$ cat config.mk
export PLATFORM = sky130hd
export DESIGN_NAME = ixu_ex_stage
export DESIGN_NICKNAME = d
export VERILOG_FILES = /design/src/rtl/ixu_pkg.sv /design/src/rtl/ixu_mul_iter.sv /design/src/rtl/ixu_ex_stage.sv
export SDC_FILE = /design/constraint.sdc
export NUM_CORES = 2
export LEC_CHECK = 0
export BUFFER_PORTS_ARGS = -buffer_cell sky130_fd_sc_hd__buf_4
export CORE_AREA = 2 2 248 250
export DETAILED_ROUTE_END_ITERATION = 10
export DIE_AREA = 0 0 250 252
export GPL_TIMING_DRIVEN = 0
export PLACE_DENSITY_LB_ADDON = 0.08
export SLEW_MARGIN = 20
export SYNTH_ARGS = -nofsm -noshare
export SYNTH_HDL_FRONTEND = slang
export SYNTH_HIERARCHICAL = 1
export SYNTH_SLANG_ARGS = --single-unit
$ cat constraint.sdc
create_clock -name clk -period 19.9 [get_ports clk]
set_clock_uncertainty 0.05 [all_clocks]
set_input_delay 0 -clock clk [delete_from_list [all_inputs] [get_ports clk]]
set_output_delay 0 -clock clk [all_outputs]
set_load 0.005 [all_outputs]
$ cat src/rtl/ixu_pkg.sv
// Shared types and defaults for the IXU execute pipe.
package ixu_pkg;

    localparam int XLEN_DEF       = 32;
    localparam int MUL_CYCLES_DEF = 4;
    localparam int SEXT_W         = 64;

    typedef enum logic [3:0] {
        OP_ADD  = 4'd0,
        OP_SUB  = 4'd1,
        OP_AND  = 4'd2,
        OP_OR   = 4'd3,
        OP_XOR  = 4'd4,
        OP_SLL  = 4'd5,
        OP_SRL  = 4'd6,
        OP_SRA  = 4'd7,
        OP_SLT  = 4'd8,
        OP_SLTU = 4'd9,
        OP_MUL  = 4'd10
    } ixu_op_e;

    typedef enum logic {
        IDLE     = 1'b0,
        MUL_BUSY = 1'b1
    } ixu_ex_state_e;

    // Wide enough for any supported XLEN; callers truncate.
    function automatic logic [SEXT_W-1:0] sext12(input logic [11:0] imm);
        return {{(SEXT_W-12){imm[11]}}, imm};
    endfunction

endpackage

$ cat src/rtl/ixu_mul_iter.sv
// Iterative shift-add multiplier, XLEN/MUL_CYCLES multiplier bits per cycle.
module ixu_mul_iter
    import ixu_pkg::*;
#(
    parameter int XLEN       = XLEN_DEF,
    parameter int MUL_CYCLES = MUL_CYCLES_DEF
) (
    input  logic            clk,
    input  logic            rst,
    input  logic            start,
    input  logic            hold,
    input  logic [XLEN-1:0] a,
    input  logic [XLEN-1:0] b,
    output logic            last,
    output logic [XLEN-1:0] product
);

    localparam int SW = XLEN / MUL_CYCLES;
    localparam int CW = (MUL_CYCLES > 1) ? $clog2(MUL_CYCLES) : 1;

    logic            busy;
    logic [CW-1:0]   cnt;
    logic [XLEN-1:0] a_sh;
    logic [XLEN-1:0] b_sh;
    logic [XLEN-1:0] acc;
    logic [XLEN-1:0] partial;

    always_comb begin
        partial = '0;
        for (int j = 0; j < SW; j++) begin
            if (b_sh[j]) begin
                partial = partial + (a_sh << j);
            end
        end
    end

    assign last    = busy && (cnt == CW'(MUL_CYCLES - 1));
    // Final slice is folded in combinationally so the product is ready on last.
    assign product = acc + partial;

    always_ff @(posedge clk or posedge rst) begin
        if (rst) begin
            busy <= 1'b0;
            cnt  <= '0;
            a_sh <= '0;
            b_sh <= '0;
            acc  <= '0;
        end else if (!hold) begin
            if (start) begin
                busy <= 1'b1;
                cnt  <= '0;
                a_sh <= a;
                b_sh <= b;
                acc  <= '0;
            end else if (busy) begin
                acc  <= product;
                a_sh <= a_sh << SW;
                b_sh <= b_sh >> SW;
                if (last) begin
                    busy <= 1'b0;
                    cnt  <= '0;
                end else begin
                    cnt <= cnt + 1'b1;
                end
            end
        end
    end

endmodule

$ cat src/rtl/ixu_ex_stage.sv
// IXU execute stage: forwarding, single-cycle ALU, iterative MUL, EX/WB register.
module ixu_ex_stage
    import ixu_pkg::*;
#(
    parameter int XLEN       = XLEN_DEF,
    parameter int MUL_CYCLES = MUL_CYCLES_DEF
) (
    input  logic            clk,
    input  logic            rst,
    input  logic            stall_in,
    input  logic [3:0]      op_in,
    input  logic            is_nop_in,
    input  logic            is_imm_type_in,
    input  logic [4:0]      rs1_in,
    input  logic [4:0]      rs2_in,
    input  logic [4:0]      rd_in,
    input  logic [11:0]     imm_in,
    output logic [4:0]      rf_raddr1,
    output logic [4:0]      rf_raddr2,
    input  logic [XLEN-1:0] rf_rdata1,
    input  logic [XLEN-1:0] rf_rdata2,
    output logic            stall_out,
    output logic            illegal_op,
    output logic            wb_we,
    output logic [4:0]      wb_rd,
    output logic [XLEN-1:0] wb_result,
    output logic            wb_is_nop
);

    ixu_ex_state_e   state;
    ixu_op_e         op;
    logic            valid;
    logic            legal;
    logic            is_mul;
    logic            mul_start;
    logic            mul_last;
    logic [4:0]      mul_rd;
    logic [4:0]      shamt;
    logic [XLEN-1:0] fwd1;
    logic [XLEN-1:0] fwd2;
    logic [XLEN-1:0] imm_ext;
    logic [XLEN-1:0] op_a;
    logic [XLEN-1:0] op_b;
    logic [XLEN-1:0] alu_res;
    logic [XLEN-1:0] mul_prod;

    assign rf_raddr1 = rs1_in;
    assign rf_raddr2 = rs2_in;

    assign op        = ixu_op_e'(op_in);
    assign valid     = !is_nop_in && !stall_in;
    assign legal     = (op_in <= 4'd10);
    assign is_mul    = (op == OP_MUL);
    assign mul_start = (state == IDLE) && valid && is_mul;

    // Only the immediately preceding result is bypassed; older ones come from the rf.
    always_comb begin
        fwd1 = rf_rdata1;
        if (rs1_in == 5'd0) begin
            fwd1 = '0;
        end else if (wb_we && wb_rd == rs1_in) begin
            fwd1 = wb_result;
        end
    end

    always_comb begin
        fwd2 = rf_rdata2;
        if (rs2_in == 5'd0) begin
            fwd2 = '0;
        end else if (wb_we && wb_rd == rs2_in) begin
            fwd2 = wb_result;
        end
    end

    assign imm_ext = XLEN'(sext12(imm_in));
    assign op_a    = fwd1;
    assign op_b    = is_imm_type_in ? imm_ext : fwd2;
    assign shamt   = op_b[4:0];

    always_comb begin
        alu_res = '0;
        unique case (op)
            OP_ADD:  alu_res = op_a + op_b;
            OP_SUB:  alu_res = op_a - op_b;
            OP_AND:  alu_res = op_a & op_b;
            OP_OR:   alu_res = op_a | op_b;
            OP_XOR:  alu_res = op_a ^ op_b;
            OP_SLL:  alu_res = op_a << shamt;
            OP_SRL:  alu_res = op_a >> shamt;
            OP_SRA:  alu_res = $signed(op_a) >>> shamt;
            OP_SLT:  alu_res = {{(XLEN-1){1'b0}}, $signed(op_a) < $signed(op_b)};
            OP_SLTU: alu_res = {{(XLEN-1){1'b0}}, op_a < op_b};
            default: alu_res = '0;
        endcase
    end

    ixu_mul_iter #(
        .XLEN       (XLEN),
        .MUL_CYCLES (MUL_CYCLES)
    ) u_mul (
        .clk     (clk),
        .rst     (rst),
        .start   (mul_start),
        .hold    (stall_in),
        .a       (op_a),
        .b       (op_b),
        .last    (mul_last),
        .product (mul_prod)
    );

    // Gated by rst so the hold request falls the moment reset hits.
    assign stall_out = !rst &&
        (stall_in || mul_start || (state == MUL_BUSY && !mul_last));

    always_ff @(posedge clk or posedge rst) begin
        if (rst) begin
            state      <= IDLE;
            mul_rd     <= '0;
            illegal_op <= 1'b0;
            wb_we      <= 1'b0;
            wb_rd      <= '0;
            wb_result  <= '0;
            wb_is_nop  <= 1'b1;
        end else if (stall_in) begin
            illegal_op <= 1'b0;
        end else begin
            illegal_op <= 1'b0;
            wb_we      <= 1'b0;
            wb_rd      <= '0;
            wb_result  <= '0;
            wb_is_nop  <= 1'b1;
            unique case (state)
                IDLE: begin
                    if (valid) begin
                        if (!legal) begin
                            illegal_op <= 1'b1;
                        end else if (is_mul) begin
                            state  <= MUL_BUSY;
                            mul_rd <= rd_in;
                        end else begin
                            wb_we     <= (rd_in != 5'd0);
                            wb_rd     <= rd_in;
                            wb_result <= alu_res;
                            wb_is_nop <= 1'b0;
                        end
                    end
                end
                MUL_BUSY: begin
                    if (mul_last) begin
                        state     <= IDLE;
                        wb_we     <= (mul_rd != 5'd0);
                        wb_rd     <= mul_rd;
                        wb_result <= mul_prod;
                        wb_is_nop <= 1'b0;
                    end
                end
                default: state <= IDLE;
            endcase
        end
    end

endmodule

==> results.txt <==
Post-Synth Simple-Gate Area - 18.3%
Min-delay src - rf_rdata2[24]
Endpoints failing setup - 0
CORE AREA - 0.0601 mm²
Actual slew at the worst max-slew pin - 1.32 ns
HP Class - in -> reg
# rows - 90
First-pass DRT Iterations - 7
Switching share of power - 56.7%
Final Cycle Share - 94.0%
First-pass GRT wire length - 227 mm
Status - complete, no violations
Worst skew pair latency - 0.49 ns
Critical path class - reg -> reg
Finished Layout Cells - 5,111
Vias per cell - 6.96
Post-CTS resize count - 0
CTS Sinks - 145
Setup_tns - 0 ns
Die ar. - 0.0630 mm²
Syn avg cell area - 7.27 µm²
CP max-delay cell - a211oi_1
Crit-path max FO - 10
CP delay by family, top - compound AO/OA/AOI/OAI gates
Final Worst Setup Slack - 1.20 ns
Longest Clk Path Bufs - 2
YS warnings - 6
Post-Place Worst Slack - 2.33 ns
# Post-CTS Setup Buffers - 0
Synth Area in XOR/XNOR - 5.80%
Leading cell type in the layout, fill and taps excluded - nand2_1
Total track usage - 49.1%
Mapped Cells - 4,114
Worst Path Arrival - 18.98 ns
Hold Path Cell Cnt - 5
Flop-to-flop setup slack - 1.20 ns
Synth Cell Area - 0.0299 mm²
Final WL - 159 mm
DRC - 0
Layout Area Growth over Synthesis - 10.8%
Internal power - 1.22 mW
Main combinational cell family by area after synthesis - compound AO/OA/AOI/OAI gates
Slowest stage delay, CP - 0.98 ns
Total power draw - 2.83 mW
Most frequent cells in the layout - 441 x nand2_1, 355 x o21ai_0, 336 x a21oi_1, 330 x ha_1, 261 x nor2_1
# port buffers - 149
Post-synth ARST share - 100%
PD cells - 85.3 mW/mm²
CP bufs+invs - 5
I/O Pins - 151
Cells after DPL - 5,066
Max-slew headroom - 11.5%
Pin count of the biggest net entering global routing - 80
Worst-path clk slew - 0.07 ns
Post-route minimum period - 18.70 ns
Synth Area in Compound Gates - 31.8%
Final Util - 55.1%
CP Capture Type - flop
Crit. Startpoint - u_mul/b_sh[0]$_DFFE_PP0P_
Syn nets - 4,554
Fraction of layout cells with a size suffix above 1 - 9.39%
Initial antenna violation count - 5
Startpoint types - flop
Unrepaired setup endpoints after global routing - no
Die Span X - 250 µm
CTS root buffer - clkbuf_16
VDD IR max - 0.0542 mV
Hpwl dp - 124 mm
CTS tree - done
Synth Flop Type - dfrtp_1
Worst Hold End - u_mul/b_sh[24]$_DFFE_PP0P_
Comb pwr share - 69.1%
Sequential share of power - 18.7%
Worst r2r src - u_mul/b_sh[0]$_DFFE_PP0P_
Seq/Total Area, Yosys - 12.1%
Routed Antenna Nets - 0
Post-synthesis mux area share - 11.4%
Clock share of power - 12.3%
Max-cap viol count - 0
Wire per inst - 31.1 µm
P_leak - 15.5 nW
Fmax - 0.0535 GHz
Fin. Hold Viols - 0
Placer Congestion - 1.11
Die Ht - 252 µm
Post-synth cell types - 101
R2R depth - 69
NumNets Final - 4,752
Adder-cell share of the synthesized area - 14.5%
Net Sw Power - 1.60 mW
Worst R2R End - wb_result[29]$_DFFE_PP0N_
Post-synth EDFFs - 0
Starting Density - 49.8%
#FFs+latches synth - 145
Num CTS Buffers - 17
Overflow after GRT - 0
WP data required - 20.18 ns
H-tree depth - 4
Violation count after the first detailed-routing iteration - 4,955
Vias in the first global route - 33,100
Fin. max-slew vios - 0
Total number of vias - 35,600
sequential cells by signal, indices dropped and copies added (netlist names):
register	cells
illegal_op	1
mul_rd	5
state	1
u_mul/a_sh	32
u_mul/acc	32
u_mul/b_sh	32
u_mul/busy	1
u_mul/cnt	2
wb_is_nop	1
wb_rd	5
wb_result	32
wb_we	1
worst reg2reg max path, delay by kind of cell, from the launching register on:
kind / cells / cell delay (ns)
AO/OA/AOI/OAI: 36 / 10.45
adder cells (fa/ha/maj): 9 / 2.65
AND/OR/NAND/NOR: 11 / 1.63
buffers and inverters: 5 / 1.44
multiplexers: 3 / 1.04
XOR/XNOR: 5 / 0.93
flip-flops: 1 / 0.40
final cells by class:
type                    instances  area, µm²
plain buffers                 234       1000
repair buffers                179       1470
diodes                          4       10.0
well taps                     782        978
inverters                     223        852
multi-input cells            3512      24600
fillers                      5963      27000
flip-flops and latches        145       3630
clock buffers                  18        439
clock inverters                14        160
Yosys cell counts (42+ instances only):
library cell | n | area, µm²
o21a_1 | 80 | 601
nor2_1 | 261 | 980
nand2_1 | 441 | 1660
a21oi_1 | 366 | 1830
inv_1 | 214 | 803
a211oi_1 | 55 | 413
ha_1 | 330 | 4130
a22o_1 | 50 | 438
mux2_2 | 71 | 800
a31oi_1 | 46 | 288
dfrtp_1 | 144 | 3600
nor3_1 | 87 | 435
xor2_1 | 55 | 482
clkbuf_1 | 165 | 619
o21ai_0 | 362 | 1810
nand3_1 | 108 | 541
nand2b_1 | 42 | 263
a21o_1 | 104 | 781
xnor2_1 | 138 | 1210
mux2i_1 | 253 | 2530
kinds of logic (layout without fill, tap and decap cells):
family / count (synthesis) / in the layout
other: 0 / 4
AND/OR/NAND/NOR: 1181 / 1181
adder cells (fa/ha/maj): 341 / 341
AO/OA/AOI/OAI: 1467 / 1467
flip-flops: 145 / 145
buffers and inverters: 457 / 668
multiplexers: 328 / 328
XOR/XNOR: 195 / 195
worst max path at each step:
stage	cells after the start	to	slack (ns)
after detailed placement	68	wb_result[29]$_DFFE_PP0N_	2.33
after global placement	68	wb_result[25]$_DFFE_PP0N_	2.09
final	69	wb_result[29]$_DFFE_PP0N_	1.20
after global routing	69	wb_result[29]$_DFFE_PP0N_	0.41
after floorplan	70	wb_result[31]$_DFFE_PP0N_	5.90
after CTS	68	wb_result[29]$_DFFE_PP0N_	2.27
power by group through the flow:
| stage | Clock (mW) | Sequential, mW | Combinational [mW] |
|---|---|---|---|
| finish | 0.347 | 0.527 | 1.95 |
| global route | 0.357 | 0.522 | 2.08 |
| CTS | 0.346 | 0.512 | 1.87 |
| detailed placement | 0 | 0.517 | 1.86 |
| global placement | 0 | 0.516 | 1.83 |
| floorplan | 0 | 0.424 | 1.29 |
through the flow:
stage                     hold slack (ns)  instance area, µm²
after floorplan                   -0.0224               29900
after global placement              0.164               32000
after detailed placement           -0.111               32400
after CTS                          0.0931               33100
after global routing                0.141               33100
final                               0.111               33100
per-layer routing:
metal	wire length [µm]	vias up	global-route usage, %
li1	-	15600	-
met5	54	-	0.772
met3	18400	759	13.1
met1	57800	16800	58.0
met2	65000	2451	72.8
met4	17500	2	44.7
what timing repair did:
action | 4_1_cts | 5_1_grt
setup endpoints to repair | 0 | 0
hold buffers | 9 | 0
endpoints found under the hold margin | 161 | 0
No activity file was read; power rests on OpenSTA's default activity.
